<file path="src/rtl/load_store_unit.sv">
// MEM-stage load/store front end for the data MMU: size/sign decode, lane steering,
// stall hold with timeout, and aligned/extended load return. One access in flight.
module load_store_unit #(
    parameter int TIMEOUT = 64
) (
    input  logic        clk,
    input  logic        reset,
    input  logic        req_valid,
    output logic        req_ready,
    input  logic        req_we,
    input  logic [2:0]  req_funct3,
    input  logic [31:0] req_addr,
    input  logic [31:0] req_wdata,
    output logic        resp_valid,
    output logic [31:0] resp_rdata,
    output logic [1:0]  resp_err,
    output logic [31:0] mmu_addr,
    output logic [31:0] mmu_datain,
    output logic        mmu_wen,
    output logic        mmu_ren,
    output logic [3:0]  mmu_bsel,
    input  logic        mmu_nostall,
    input  logic [31:0] mmu_dataout
);

    // state  | meaning
    // IDLE   | ready for a new request
    // ACCESS | MMU request driven, waiting for mmu_nostall
    // RESP   | one-cycle response pulse, then back to IDLE
    typedef enum logic [1:0] {IDLE, ACCESS, RESP} state_t;

    localparam int CNT_W = $clog2(TIMEOUT);

    state_t           state;
    logic             we_q;
    logic [2:0]       f3_q;
    logic [1:0]       off_q;
    logic [CNT_W-1:0] stall_cnt;

    logic        illegal;
    logic        misaligned;
    logic [3:0]  bsel_next;
    logic [31:0] datain_next;
    logic [31:0] lane_word;
    logic [31:0] load_result;

    always_comb begin
        illegal = 1'b0;
        if (req_we)
            illegal = req_funct3[2] || (req_funct3[1:0] == 2'b11);
        else
            illegal = (req_funct3[1:0] == 2'b11) || (req_funct3[2:1] == 2'b11);

        misaligned = ((req_funct3[1:0] == 2'b01) && req_addr[0]) ||
                     ((req_funct3[1:0] == 2'b10) && (req_addr[1:0] != 2'b00));

        bsel_next   = 4'b1111;
        datain_next = req_wdata;
        case (req_funct3[1:0])
            2'b00: begin
                bsel_next   = 4'b0001 << req_addr[1:0];
                datain_next = {4{req_wdata[7:0]}};
            end
            2'b01: begin
                bsel_next   = 4'b0011 << req_addr[1:0];
                datain_next = {2{req_wdata[15:0]}};
            end
            default: begin
                bsel_next   = 4'b1111;
                datain_next = req_wdata;
            end
        endcase
    end

    always_comb begin
        lane_word   = mmu_dataout >> {off_q, 3'b000};
        load_result = lane_word;
        case (f3_q)
            3'b000:  load_result = {{24{lane_word[7]}}, lane_word[7:0]};
            3'b001:  load_result = {{16{lane_word[15]}}, lane_word[15:0]};
            3'b100:  load_result = {24'd0, lane_word[7:0]};
            3'b101:  load_result = {16'd0, lane_word[15:0]};
            default: load_result = lane_word;
        endcase
        if (we_q)
            load_result = 32'd0;
    end

    always_ff @(posedge clk or posedge reset) begin
        if (reset) begin
            state      <= IDLE;
            req_ready  <= 1'b1;
            resp_valid <= 1'b0;
            resp_rdata <= 32'd0;
            resp_err   <= 2'b00;
            mmu_addr   <= 32'd0;
            mmu_datain <= 32'd0;
            mmu_wen    <= 1'b0;
            mmu_ren    <= 1'b0;
            mmu_bsel   <= 4'd0;
            stall_cnt  <= '0;
            we_q       <= 1'b0;
            f3_q       <= 3'd0;
            off_q      <= 2'd0;
        end else begin
            resp_valid <= 1'b0;
            case (state)
                IDLE: begin
                    if (req_valid) begin
                        we_q      <= req_we;
                        f3_q      <= req_funct3;
                        off_q     <= req_addr[1:0];
                        req_ready <= 1'b0;
                        // funct3 legality takes priority over alignment
                        if (illegal || misaligned) begin
                            state      <= RESP;
                            resp_valid <= 1'b1;
                            resp_err   <= illegal ? 2'b10 : 2'b01;
                            resp_rdata <= 32'd0;
                        end else begin
                            state      <= ACCESS;
                            stall_cnt  <= '0;
                            mmu_addr   <= {req_addr[31:2], 2'b00};
                            mmu_bsel   <= bsel_next;
                            mmu_datain <= datain_next;
                            mmu_wen    <= req_we;
                            mmu_ren    <= !req_we;
                        end
                    end
                end
                ACCESS: begin
                    if (mmu_nostall) begin
                        state      <= RESP;
                        resp_valid <= 1'b1;
                        resp_err   <= 2'b00;
                        resp_rdata <= load_result;
                        mmu_wen    <= 1'b0;
                        mmu_ren    <= 1'b0;
                        mmu_bsel   <= 4'd0;
                    end else if (stall_cnt == CNT_W'(TIMEOUT - 1)) begin
                        state      <= RESP;
                        resp_valid <= 1'b1;
                        resp_err   <= 2'b11;
                        resp_rdata <= 32'd0;
                        mmu_wen    <= 1'b0;
                        mmu_ren    <= 1'b0;
                        mmu_bsel   <= 4'd0;
                    end else begin
                        stall_cnt <= stall_cnt + 1'b1;
                    end
                end
                RESP: begin
                    state     <= IDLE;
                    req_ready <= 1'b1;
                end
                default: begin
                    state     <= IDLE;
                    req_ready <= 1'b1;
                end
            endcase
        end
    end

endmodule

</file>
<file path="config.mk">
export PLATFORM = sky130hd
export DESIGN_NAME = load_store_unit
export DESIGN_NICKNAME = d
export VERILOG_FILES = /design/src/rtl/load_store_unit.sv
export SDC_FILE = /design/constraint.sdc
export NUM_CORES = 1
export LEC_CHECK = 0
export CELL_PAD_IN_SITES_DETAIL_PLACEMENT = 0
export CELL_PAD_IN_SITES_GLOBAL_PLACEMENT = 2
export CORE_MARGIN = 4
export CORE_UTILIZATION = 29
export DETAILED_ROUTE_END_ITERATION = 12
export GPL_TIMING_DRIVEN = 0
export PLACE_DENSITY = 0.84
export SLEW_MARGIN = 15
export SYNTH_ARGS = -nofsm -noshare
export SYNTH_HDL_FRONTEND = slang
export SYNTH_SLANG_ARGS = --single-unit
</file>
<file path="constraint.sdc">
create_clock -name clk -period 11.8 [get_ports clk]
set_clock_uncertainty 0.05 [all_clocks]
set_input_delay 2.36 -clock clk [delete_from_list [all_inputs] [get_ports clk]]
set_output_delay 2.36 -clock clk [all_outputs]
set_load 0.005 [all_outputs]
</file>
# Word level (Yosys, flattened, before mapping)
# Cells that the tools add are included.
# word_totals
out_inout_bits	106
romBits	0
n_memories	0
mem_bits_rw	0
regBits	118
latch_bits	0
# classes
n_div	0
shifts	3
order_cmp	0
muxes	46
n_reduce_logical	19
multipliers	0
add_sub_neg	1
bitwise_logic	2
n_eq_ne	15
# op_table
cell	n
2-to-1 mux 32 bit	5
one-hot mux 32 bit (2 select lines)	2
one-hot mux 32 bit (4 select lines)	1
>> shifter 32 x 5 -> 32 bit	1
2-to-1 mux 6 bit	4
2-to-1 mux 2 bit	9
2-to-1 mux 4 bit	4
one-hot mux 4 bit (2 select lines)	2
2-to-1 mux 1 bit	12
one-hot mux 6 bit (2 select lines)	1
!= test 2 bit, second input constant	5
one-hot mux 1 bit (2 select lines)	4
one-hot mux 2 bit (2 select lines)	2
AND reduction 4 bit	2
adder 6 x 1 -> 6 bit, second input constant	1
== test 2 bit, second input constant	3
== test 3 bit, second input constant	2
== test 6 bit, second input constant	1
AND reduction 2 bit	3
AND reduction 5 bit	1
== test 2 x 1 -> 1 bit, second input constant	2
logical NOT 2 bit	2
logical OR 1 bit	4
nonzero test 2 bit	2
9 further kinds	11

# Logic depth before layout (Yosys ltp)
# Gate-level depths: netlist (run 1).
# depth
ltp_word	7
mapped_depth	7
mapped_depth_nobuf	5

# Worst setup path after synthesis (run 1)
# Ideal clock, no wire load.
# synth_timing
kind	input-to-reg
start	input req_funct3[0]
end	register mmu_addr[10]
setup_ps	125
n_path_buf	2
setup_slack_ps	7972
arrival_time_ps	3653
path_stages	5
path_cell_list	clkbuf_1 a221oi_2 o21ai_1 buf_2 mux2_2
# synth_via
elab_chain_cells	6
elab_cells_between_ends	12
cone_classes	3 x eq/ne; 1 x mux; 1 x bitwise; 7 x reduce/logical
# synth_lines
item	line_no	source
start: declaration	11	input logic [2:0] req_funct3,
== test 2 bit (tied with other cells)	50, 52	
logical OR 1 bit (tied with other cells)	52	illegal = (req_funct3[1:0] == 2'b11) || (req_funct3[2:1] == 2'b11);
2-to-1 mux 1 bit / logical OR 1 bit (equally long branches)	49, 54	
logical OR 1 bit (*)	115	if (illegal || misaligned) begin
inverter 1 bit (no line) (*)	n/a	
AND reduction 3 bit (no line) (*)	n/a	
end signal: assignment	123	mmu_addr <= {req_addr[31:2], 2'b00};
end: declaration	17	output logic [31:0] mmu_addr,
# Mark *: on every way between the ends. The rest lies on a longest branch, timed or not.
# A chain may end at the register's enable or synchronous reset.

# Worst setup path in the final report (run 1)
# layout_timing
start	input req_addr[0]
end	register mmu_bsel[1]
# layout_via
elab_chain_cells	6
elab_cells_between_ends	13
cone_classes	1 x eq/ne; 2 x shift; 4 x mux; 6 x reduce/logical
# layout_lines
item	line_no	source
start: declaration	12	input logic [31:0] req_addr,
parallel branches: the longest is 6 deep, another holds left shift 2 x 2 -> 4 bit	n/a	
end signal: assignment	124	mmu_bsel <= bsel_next;
end: declaration	21	output logic [3:0] mmu_bsel,
# Parallel ways; which one is timed is not known. The select of a mux whose other input is x is not followed.

==> results.md, run 1 <==
- CP arrival: 4.78 ns
- Antenna violations before repair: 1
- Worst-Skew Late Latency: 0.42 ns
- Core area: 18,710 µm²
- Pin count of the biggest net entering global routing: 64
- Fraction of layout cells with a size suffix above 1: 16.64%
- First-pass GRT wire length: 28,500 µm
- Num ports: 210
- Wire per inst: 18.95 µm
- Critical path required time: 12.01 ns
- Initial DRC Count: 157
- Final Instance Area: 8464 µm²
- First drt pass iteration count: 5
- Most frequent cells in the layout: clkdlybuf4s50_1 (206), dfrtp_1 (117), mux2_2 (51), mux2i_1 (46), nand2_1 (45)
- Status: complete, no violations
- GRT overflow: 0
- Top cell type's share of synthesized area: 53.00%
- Clock sink count: 118
- Gate Count Post-Synth: 469
- Wirelength, routed: 17,870 µm
- Power Density: 190.1 nW/µm²
- Commonest non-fill, non-tap cell in the layout: clkdlybuf4s50_1
- Worst rel slew slack: 34.84%
- MaxCap Viol Count: 0
- Nets: 801
- Worst Setup Slack, final: 7.236 ns
- Worst-path clk slew: 0.06 ns
- CTS Buffer Depth: 2
- Yosys warns: 0
- Final HPWL DP: 13,670 µm
- Placed insts: 911
- GP Congestion: 0.8054
- Die X: 146.0 µm
- Fin cells: 943
- Starting Density: 29.53%
- R2R setup slack: 9.46 ns
- Setup Slack @ Placement: 6.781 ns
- Worst reg-to-reg path cell count: 6
- Antenna cells: 0
- Post-synth EDFFs: 0
- Vias in the first global route: 5,065
- Fmax: 219.1 MHz
- Yosys reg bits: 118
- DP Area: 7915 µm²
- Worst flop-to-flop path startpoint: state[1]
- Sequential fraction of the synthesis area: 53.48%
- Area leader, netlist: dfrtp_1
- Crit-path slowest cell: o21ai_1
- # H-tree levels: 4
- Post-CTS sizing: 0
- Peak VDD IR: 0.09737 mV
- # DRC: 0
- Setup-failing EPs final: 0
- Area growth, synth to finish: 53.23%
- Critical path startpoint category: input port
- R2r endpoint: mmu_bsel[1]
- Clk Tree Root Cell: clkbuf_16
- Cell area after synthesis: 5524 µm²
- Site row count: 50
- Post-CTS setup buffers: 0
- Fraction of registers with async set/reset: 100.0%
- Hold buffers post-CTS: 0
- Via density: 4.953
- Hold Path End: mmu_datain[15]
- Least-Margin Pin Slew: 0.9738 ns
- Routed Antenna Nets: 0
- # port buffers: 206
- Setup Crit Path Kind: in2reg
- Vias: 4,671
- Netlist cell types: 48
- Primary FF master, synth: dfrtp_1
- Crit-path cells: clkdlybuf4s50_1, a221oi_2, o21ai_1, buf_2, buf_2, o221ai_1
- Kind of end point of the critical path: flip-flop
- Mean area per synthesized cell: 11.78 µm²
- Leakage: 3.603 nW
- Final period util: 38.68%
- Layout Utilization: 45.25%
- Worst path max stage delay: 0.73 ns
- TritonCTS Buffers: 17
- Slew Viols, Final: 0
- Crit path max fanout: 10
- Fill count: 1,745
- TritonCTS clock tree: built
- Hold WC Path Type: reg2reg
- Crit path from: req_addr[0]
- Final hold viol count: 0
- Ranking of synthesized cells by area: dfrtp_1 (53%), mux2_2 (10%), mux2i_1 (8.3%)
- RSZ-0062 raised after global routing: false
- Worst Hold Depth: 2
- Gr usage total: 16.94%
- Die ar.: 21,320 µm²
- TNS Setup: 0 ns
- Final min period: 4.564 ns
- Most frequent CP cell: buf_2
- Hold_sp: mmu_datain[15]
- Die Ht: 146.0 µm
[report_power, final]
part | internal [mW] | switching [mW] | leakage [nW]
Sequential | 0.521 | 0.0730 | 1.49
Combinational | 0.329 | 0.210 | 1.86
Clock | 0.272 | 0.204 | 0.255
Total | 1.12 | 0.487 | 3.60
[metal layers]
metal | vias up | part of all wire, % | track usage [%] | wire length [µm]
met5 | - | 0.10 | 0 | 18
met4 | 2 | 0.90 | 5.880 | 160
met3 | 12 | 11 | 7.200 | 1879
met2 | 198 | 46 | 27.24 | 8300
met1 | 2297 | 42 | 20.51 | 7509
li1 | 2162 | - | - | -
[cell usage after synthesis (all sizes together), types with 2 or more instances]
cell	instances
a21oi	21
nor3b	3
nor2	21
nand2b	6
a22o	9
inv	14
buf	23
o21ai	34
o21bai	2
a2111oi	3
dfrtp	117
clkbuf	10
mux2	53
a221o	16
a2bb2oi	2
nand2	45
mux2i	46
o221ai	5
a211oi	2
nand3	2
nor2b	4
o2bb2ai	13
o211ai	2
[critical path: cells and delay by family]
family | cells | cell delay, ns
AO/OA/AOI/OAI | 3 | 0.99
buffers and inverters | 3 | 1.41
[cell type report]
cell class                 instances  area (µm²)  share of cell area [%]
timing repair buffer             207        2090                   24.69
multi-input combinational        305        2356                   27.83
sequential                       118        2954                   34.90
buffer                            33       165.2                   1.951
clock inverter                    15       123.9                   1.463
clock buffer                      17       425.4                   5.026
inverter                          14       57.56                  0.6800
tap                              234       292.8                   3.459
[through the flow]
stage               power, mW  hold WS [ns]
floorplan              0.8081        0.4233
global placement        1.134        0.4156
detailed placement      1.146        0.4248
CTS                     1.635        0.4387
global route            1.709        0.4531
finish                  1.609        0.4289
[kinds of logic after synthesis]
| kind of cell | share of synthesized area (%) |
|---|---|
| compound gates | 15.18 |
| fa+ha+maj | 0.2265 |
| mux | 19.55 |
| flops | 53.48 |
| simple gates | 7.565 |
| other cells | 0.06789 |
| buf+inv | 3.941 |
[registers in the layout, summed over array words and instances (netlist names)]
| register | cells |
|---|---|
| f3_q | 3 |
| mmu_ren | 1 |
| resp_valid | 1 |
| mmu_datain | 32 |
| mmu_addr | 30 |
| req_ready | 1 |
| mmu_wen | 1 |
| we_q | 1 |
| mmu_bsel | 4 |
| stall_cnt | 6 |
| resp_err | 2 |
| resp_rdata | 32 |
| state | 2 |
| off_q | 2 |
[worst max-delay path by stage]
stage	endpoint	slack, ns
after floorplan	f3_q[0]	6.26
after global placement	mmu_addr[19]	4.46
after detailed placement	mmu_bsel[3]	6.78
after CTS	mmu_bsel[3]	7.22
after global routing	mmu_bsel[1]	7.04
final	mmu_bsel[1]	7.24
(Power assumes the default switching activity.)
==> inputs of run 2 (changes only) <==
--- a/config.mk
+++ b/config.mk
@@ -8,10 +8,10 @@
 export CELL_PAD_IN_SITES_DETAIL_PLACEMENT = 0
 export CELL_PAD_IN_SITES_GLOBAL_PLACEMENT = 2
 export CORE_MARGIN = 4
-export CORE_UTILIZATION = 29
+export CORE_UTILIZATION = 25
 export DETAILED_ROUTE_END_ITERATION = 12
 export GPL_TIMING_DRIVEN = 0
-export PLACE_DENSITY = 0.84
+export PLACE_DENSITY = 0.77
 export SLEW_MARGIN = 15
 export SYNTH_ARGS = -nofsm -noshare
 export SYNTH_HDL_FRONTEND = slang
==> constraint.sdc (replaced) <==
create_clock -name clk -period 4.05 [get_ports clk]
set_clock_uncertainty 0.05 [all_clocks]
set_input_delay 0.81 -clock clk [delete_from_list [all_inputs] [get_ports clk]]
set_output_delay 0.81 -clock clk [all_outputs]
set_load 0.005 [all_outputs]
==> run 2 against run 1 <==
Sequential cell count stayed put. Sequential share of layout area fell by 0.43 points. Die area up 15%. Final cell count grew 4.8%. Design area up 1.3%. Routed wire length up 3.8%. Hold slack improved by 0.0084 ns. First-iteration DRC count fell by 3.8%. Register-to-register slack got worse by 7.7 ns. Combinational power increased to 2.9 times the previous value. Sequential power grew to 2.9 times the previous value. Count of clock-buffer cells in the layout grew 4. Critical path type unchanged. Largest cell class unchanged. Largest power group unchanged. Highest routed layer unchanged.
==> results.md, run 2 (synthesis gave the netlist of run 1 again) <==
- Hold buffers post-CTS: 0 (unchanged)
- First-pass GRT wire length: 29,070 µm (+2.0%)
- Final Instance Area: 8571 µm² (+1.3%)
- Wire per inst: 18.77 µm (-0.93%)
- Flop pwr share: 35.9% (-1.0 points)
- Worst flop-to-flop path startpoint: state[1]
- Final min period: 3.024 ns
- Most frequent cells in the layout: clkdlybuf4s50_1 (206), dfrtp_1 (117), mux2_2 (51), mux2i_1 (46), nand2_1 (45)
- DP Area: 7973 µm² (+0.73%)
- Antenna violations before repair: 1 (unchanged)
- TritonCTS clock tree: built
- Worst reg-to-reg path cell count: 6 (unchanged)
- Power share of the clock group: 31.7% (+2.1 points)
- Clk Tree Root Cell: clkbuf_16
- Power Density: 564.7 nW/µm² (+200%)
- CTS Buffer Depth: 2 (unchanged)
- GR Util met2: 24.67% (-2.6 points)
- Num ports: 210 (unchanged)
- Final hold viol count: 0 (unchanged)
- Setup Crit Path Kind: in2reg
- Placed insts: 957 (+5.0%)
- Via density: 4.684 (-5.4%)
- Int Power: 3.484 mW (+210%)
- R2R setup slack: 1.73 ns (-7.73 ns)
- Worst Hold Depth: 2 (unchanged)
- GRT overflow: 0 (unchanged)
- Commonest non-fill, non-tap cell in the layout: clkdlybuf4s50_1
- Status: complete, no violations
- GP Congestion: 0.8491 (+5.4%)
- Area growth, synth to finish: 55.15%
- Antenna cells: 0 (unchanged)
- Critical path required time: 4.26 ns (-7.75 ns)
- # H-tree levels: 4 (unchanged)
- Core area: 21,760 µm² (+16%)
- RSZ-0062 raised after global routing: false
- First drt pass iteration count: 4 (-1)
- Switch share: 28.01% (-2.2 points)
- Die X: 156.6 µm (+7.3%)
- Worst path max stage delay: 0.71 ns (-0.02 ns)
- Fmax: 330.7 MHz
- TritonCTS Buffers: 17 (unchanged)
- Leakage: 3.646 nW (+1.2%)
- Peak VDD IR: 0.2888 mV (+200%)
- Vias: 4,628 (-0.92%)
- R2r endpoint: mmu_bsel[3]
- # DRC: 0 (unchanged)
- TNS Setup: 0 ns (unchanged)
- Hold_sp: mmu_datain[31]
- Starting Density: 25.39% (-4.1 points)
- # port buffers: 206 (unchanged)
- Top delay family on crit path: buffers and inverters
- Worst rel slew slack: 33.66% (-1.2 points)
- Routed Antenna Nets: 0 (unchanged)
- Worst-path clk slew: 0.06 ns (about the same)
- Design Power: 4.840 mW (+200%)
- Most Used Layer, Global Route: met2
- Die ar.: 24,540 µm² (+15%)
- Crit-path cells: clkdlybuf4s50_1, a221oi_2, o21ai_1, buf_2, buf_2, o221ai_1
- Biggest regs: mmu_datain x32, resp_rdata x32, mmu_addr x30
- Post-CTS sizing: 0 (unchanged)
- GR Util met3: 6.333% (-0.87 points)
- Setup-failing EPs final: 0 (unchanged)
- Critical path startpoint category: input port
- Most frequent CP cell: buf_2
- Clock sink count: 118 (unchanged)
- Hold WC Path Type: reg2reg
- Crit path max fanout: 10 (unchanged)
- Final period util: 74.66%
- Vias in the first global route: 5,105 (+0.79%)
- Hold Path End: mmu_datain[31]
- Met1 Use GR: 18.81% (-1.7 points)
- Crit-path slowest cell: o21ai_1
- Final HPWL DP: 14,070 µm (+2.9%)
- Net Sw Power: 1.356 mW (+180%)
- Worst-Skew Late Latency: 0.40 ns (-0.02 ns)
- MaxCap Viol Count: 0 (unchanged)
- Pin count of the biggest net entering global routing: 74 (+16%)
- CP arrival: 3.23 ns (-1.55 ns)
- Kind of end point of the critical path: flip-flop
- Least-Margin Pin Slew: 0.9914 ns (+0.01761 ns)
- Initial DRC Count: 151 (-3.8%)
- Site row count: 54 (+8.0%)
- Slew Viols, Final: 0 (unchanged)
- Die Ht: 156.6 µm (+7.3%)
- Gr usage total: 15.25% (-1.7 points)
- Nets: 801 (unchanged)
- Post-CTS setup buffers: 0 (unchanged)
- Crit path buf inv count: 3 (unchanged)
- Fin cells: 988 (+4.8%)
- Fraction of layout cells with a size suffix above 1: 16.38% (-0.26 points)
- Wirelength, routed: 18,550 µm (+3.8%)
- Comb pwr share: 32.4% (-1.1 points)
-- run 2: per-stage QoR --
| stage | worst slack (ns) | hold slack, ns | utilization (%) |
|---|---|---|---|
| after floorplan | 0.06254 | 0.4233 | - |
| after global placement | -1.810 | 0.4166 | 36.50 |
| after detailed placement | 0.5649 | 0.4285 | 36.65 |
| after CTS | 0.9841 | 0.4405 | 39.40 |
| after global routing | 0.9097 | 0.4560 | 39.40 |
| final | 1.026 | 0.4373 | 39.40 |
-- run 2: worst max-delay path by stage --
stage | start | end | cells after the start
global placement | reset | mmu_addr[17] | 2
global route | req_addr[0] | mmu_datain[8] | 7
finish | req_addr[0] | mmu_bsel[3] | 6
CTS | req_addr[0] | mmu_bsel[3] | 6
detailed placement | req_addr[0] | mmu_bsel[3] | 6
floorplan | reset | f3_q[0] | 1
-- run 2: layout make-up --
type	instances	area, µm²
fill	2125	13190
sequential	118	2954
multi-input combinational	305	2356
timing repair buffer	207	2090
clock buffer	21	470.5
tap	280	350.3
buffer	33	165.2
clock inverter	10	127.6
inverter	14	57.56
-- run 2: worst register-to-register path: stages, from the launching register on --
cell and delay (ns):
dfrtp_1 0.49, nor3b_1 0.09, buf_2 0.20, o21ai_1 0.49, buf_2 0.41, buf_2 0.31
o221ai_1 0.15
-- run 2: power by group through the flow --
stage          combinational [mW]  sequential [mW]  clock, mW
2_1_floorplan               0.613             1.74          0
3_3_place_gp                 1.58             1.74          0
3_5_place_dp                 1.59             1.76          0
4_1_cts                      1.60             1.75       1.58
5_1_grt                      1.72             1.79       1.63
6_report                     1.57             1.74       1.53
-- run 2: layer usage --
layer / vias to the layer above / part of all wire (%)
li1: 2165 / -
met1: 2262 / 43
met2: 185 / 47
met3: 14 / 8.7
met4: 2 / 1.1
met5: - / 0.043
==> inputs of run 3 (changes only) <==
--- a/config.mk
+++ b/config.mk
@@ -8,10 +8,10 @@
 export CELL_PAD_IN_SITES_DETAIL_PLACEMENT = 0
 export CELL_PAD_IN_SITES_GLOBAL_PLACEMENT = 2
 export CORE_MARGIN = 4
-export CORE_UTILIZATION = 25
+export CORE_UTILIZATION = 27
 export DETAILED_ROUTE_END_ITERATION = 12
 export GPL_TIMING_DRIVEN = 0
-export PLACE_DENSITY = 0.77
+export PLACE_DENSITY = 0.79
 export SLEW_MARGIN = 15
 export SYNTH_ARGS = -nofsm -noshare
 export SYNTH_HDL_FRONTEND = slang
==> constraint.sdc (replaced) <==
create_clock -name clk -period 3.1 [get_ports clk]
set_clock_uncertainty 0.05 [all_clocks]
set_input_delay 0.62 -clock clk [delete_from_list [all_inputs] [get_ports clk]]
set_output_delay 0.62 -clock clk [all_outputs]
set_load 0.005 [all_outputs]
==> run 3 against run 2 <==
Routed wire length shrank 2.2%. Critical path depth is the same. Sequential power grew 30%. Utilization grew 3.4 points. Die area shrank 7.0%. Sequential cell count is the same. Hold slack lost 0.013 ns. Design area grew 0.74%. Clock power grew 41%. Combinational power grew 31%. Sequential share of layout area shrank 0.25 points. Largest power group unchanged.
==> results.md, run 3 (synthesis gave the netlist of run 1 again) <==
- Final hold viol count: 0 (unchanged)
- CP arrival: 3.03 ns (-0.20 ns)
- Site row count: 52 (-3.7%)
- Worst path max stage delay: 0.73 ns (+0.02 ns)
- TNS Setup: 0 ns (unchanged)
- Least-Margin Pin Slew: 1.107 ns (+0.1157 ns)
- TritonCTS clock tree: built
- Post-CTS setup buffers: 0 (unchanged)
- Starting Density: 27.39% (+2.0 points)
- Worst-Skew Late Latency: 0.41 ns (about the same)
- Vias in the first global route: 4,962 (-2.8%)
- Num ports: 210 (unchanged)
- Power Density: 750.8 nW/µm² (+33%)
- Final HPWL DP: 13,750 µm (-2.2%)
- Setup-failing EPs final: 0 (unchanged)
- First drt pass iteration count: 4 (unchanged)
- Biggest regs: mmu_datain x32, resp_rdata x32, mmu_addr x30
- Int Power: 4.609 mW (+32%)
- Clock sink count: 118 (unchanged)
- GP Congestion: 0.8617 (+1.5%)
- Area growth, synth to finish: 56.31%
- # DRC: 0 (unchanged)
- Crit path max fanout: 10 (unchanged)
- Die Ht: 151.0 µm (-3.6%)
- Kind of end point of the critical path: flip-flop
- Antenna violations before repair: 0 (-1)
- Worst rel slew slack: 25.92% (-7.7 points)
- TritonCTS Buffers: 17 (unchanged)
- Peak VDD IR: 0.3823 mV (+32%)
- Fraction of layout cells with a size suffix above 1: 16.88% (+0.49 points)
- Hold buffers post-CTS: 0 (unchanged)
- Hold WC Path Type: reg2reg
- Clk Tree Root Cell: clkbuf_16
- # port buffers: 206 (unchanged)
- CTS Buffer Depth: 2 (unchanged)
- Worst-path clk slew: 0.06 ns (about the same)
- Final min period: 2.808 ns
- Crit-path slowest cell: o21ai_1
- Slew Viols, Final: 0 (unchanged)
- Flop pwr share: 34.9% (-1.0 points)
- Critical path required time: 3.32 ns (-0.94 ns)
- Initial DRC Count: 152 (+0.66%)
- First-pass GRT wire length: 28,170 µm (-3.1%)
- Die ar.: 22,810 µm² (-7.0%)
- Setup Crit Path Kind: in2reg
- Wire per inst: 18.48 µm (-1.5%)
- Switch share: 28.90% (+0.89 points)
- Leakage: 3.670 nW (+0.66%)
- Power share of the clock group: 33.3% (+1.6 points)
- Worst reg-to-reg path cell count: 6 (unchanged)
- Fmax: 356.1 MHz
- Routed Antenna Nets: 0 (unchanged)
- GRT overflow: 0 (unchanged)
- Most frequent cells in the layout: clkdlybuf4s50_1 (206), dfrtp_1 (117), mux2_2 (51), mux2i_1 (46), nand2_1 (45)
- DP Area: 7991 µm² (+0.24%)
- Antenna cells: 0 (unchanged)
- Placed insts: 949 (-0.84%)
- Commonest non-fill, non-tap cell in the layout: clkdlybuf4s50_1
- Wirelength, routed: 18,130 µm (-2.2%)
- Die X: 151.0 µm (-3.6%)
- Gr usage total: 16.17% (+0.92 points)
- RSZ-0062 raised after global routing: false
- Status: complete, no violations
- Net Sw Power: 1.874 mW (+38%)
- Vias: 4,638 (+0.22%)
- Crit-path cells: clkdlybuf4s50_1, a221oi_2, o21ai_1, buf_2, buf_2, o221ai_1
- Worst Hold Depth: 2 (unchanged)
- Most frequent CP cell: buf_2
- MaxCap Viol Count: 0 (unchanged)
- Pin count of the biggest net entering global routing: 36 (-51%)
- Post-CTS sizing: 0 (unchanged)
- Comb pwr share: 31.8% (-0.6 points)
- Core area: 20,170 µm² (-7.3%)
- Nets: 803 (+0.25%)
- Design Power: 6.483 mW (+34%)
- R2R setup slack: 0.77 ns (-0.96 ns)
- # H-tree levels: 4 (unchanged)
- Fin cells: 981 (-0.71%)
- Via density: 4.728 (+0.93%)
- Critical path startpoint category: input port
- Final period util: 90.59%
- Final Instance Area: 8635 µm² (+0.74%)
==> run 3: layout make-up <==
| class | instances | area (µm²) |
|---|---|---|
| Fill cell | 1948 | 11530 |
| Sequential cell | 118 | 2954 |
| Multi-Input combinational cell | 305 | 2356 |
| Timing Repair Buffer | 209 | 2122 |
| Clock buffer | 17 | 425.4 |
| Tap cell | 270 | 337.8 |
| Clock inverter | 15 | 217.7 |
| Buffer | 33 | 165.2 |
| Inverter | 14 | 56.30 |
==> run 3: final timing paths <==
| path | end | start |
|---|---|---|
| worst max-delay path | mmu_bsel[3] | req_addr[0] |
| worst min-delay path | mmu_datain[22] | mmu_datain[22] |
| worst max register to register | mmu_bsel[3] | state[1] |
| worst min register to register | mmu_datain[22] | mmu_datain[22] |
| max in group asynchronous | req_ready | reset |
| min in group asynchronous | mmu_datain[22] | reset |
==> run 3: critical path: cells and delay by family <==
| family | cells | cell delay (ns) |
|---|---|---|
| AOI/OAI and AO/OA | 3 | 1.01 |
| buffers and inverters | 3 | 1.40 |
==> run 3: per-stage QoR <==
step	setup slack, ns	hold WS, ns	utilization (%)
after global placement	-0.2087	0.4144	39.32
after detailed placement	-0.2626	0.4206	39.62
after floorplan	0.9894	0.4233	-
after CTS	0.1730	0.4326	42.81
final	0.2916	0.4245	42.81
after global routing	0.09698	0.4438	42.81
==> run 3: power groups by stage <==
stage | logic, mW | registers (mW) | clock network [mW]
after global routing | 2.25 | 2.33 | 2.28
after floorplan | 0.801 | 2.28 | 0
final | 2.06 | 2.26 | 2.16
after CTS | 2.10 | 2.27 | 2.20
after detailed placement | 2.09 | 2.28 | 0
after global placement | 2.07 | 2.27 | 0
==> run 3: metal layers <==
metal  vias to the layer above  global-route usage [%]  part of all wire [%]
met5                         -                       0                     0
met4                         0                   6.165                   2.3
met3                        24                   5.925                   9.7
met2                       190                   25.74                    46
met1                      2258                   20.06                    42
li1                       2166                       -                     -
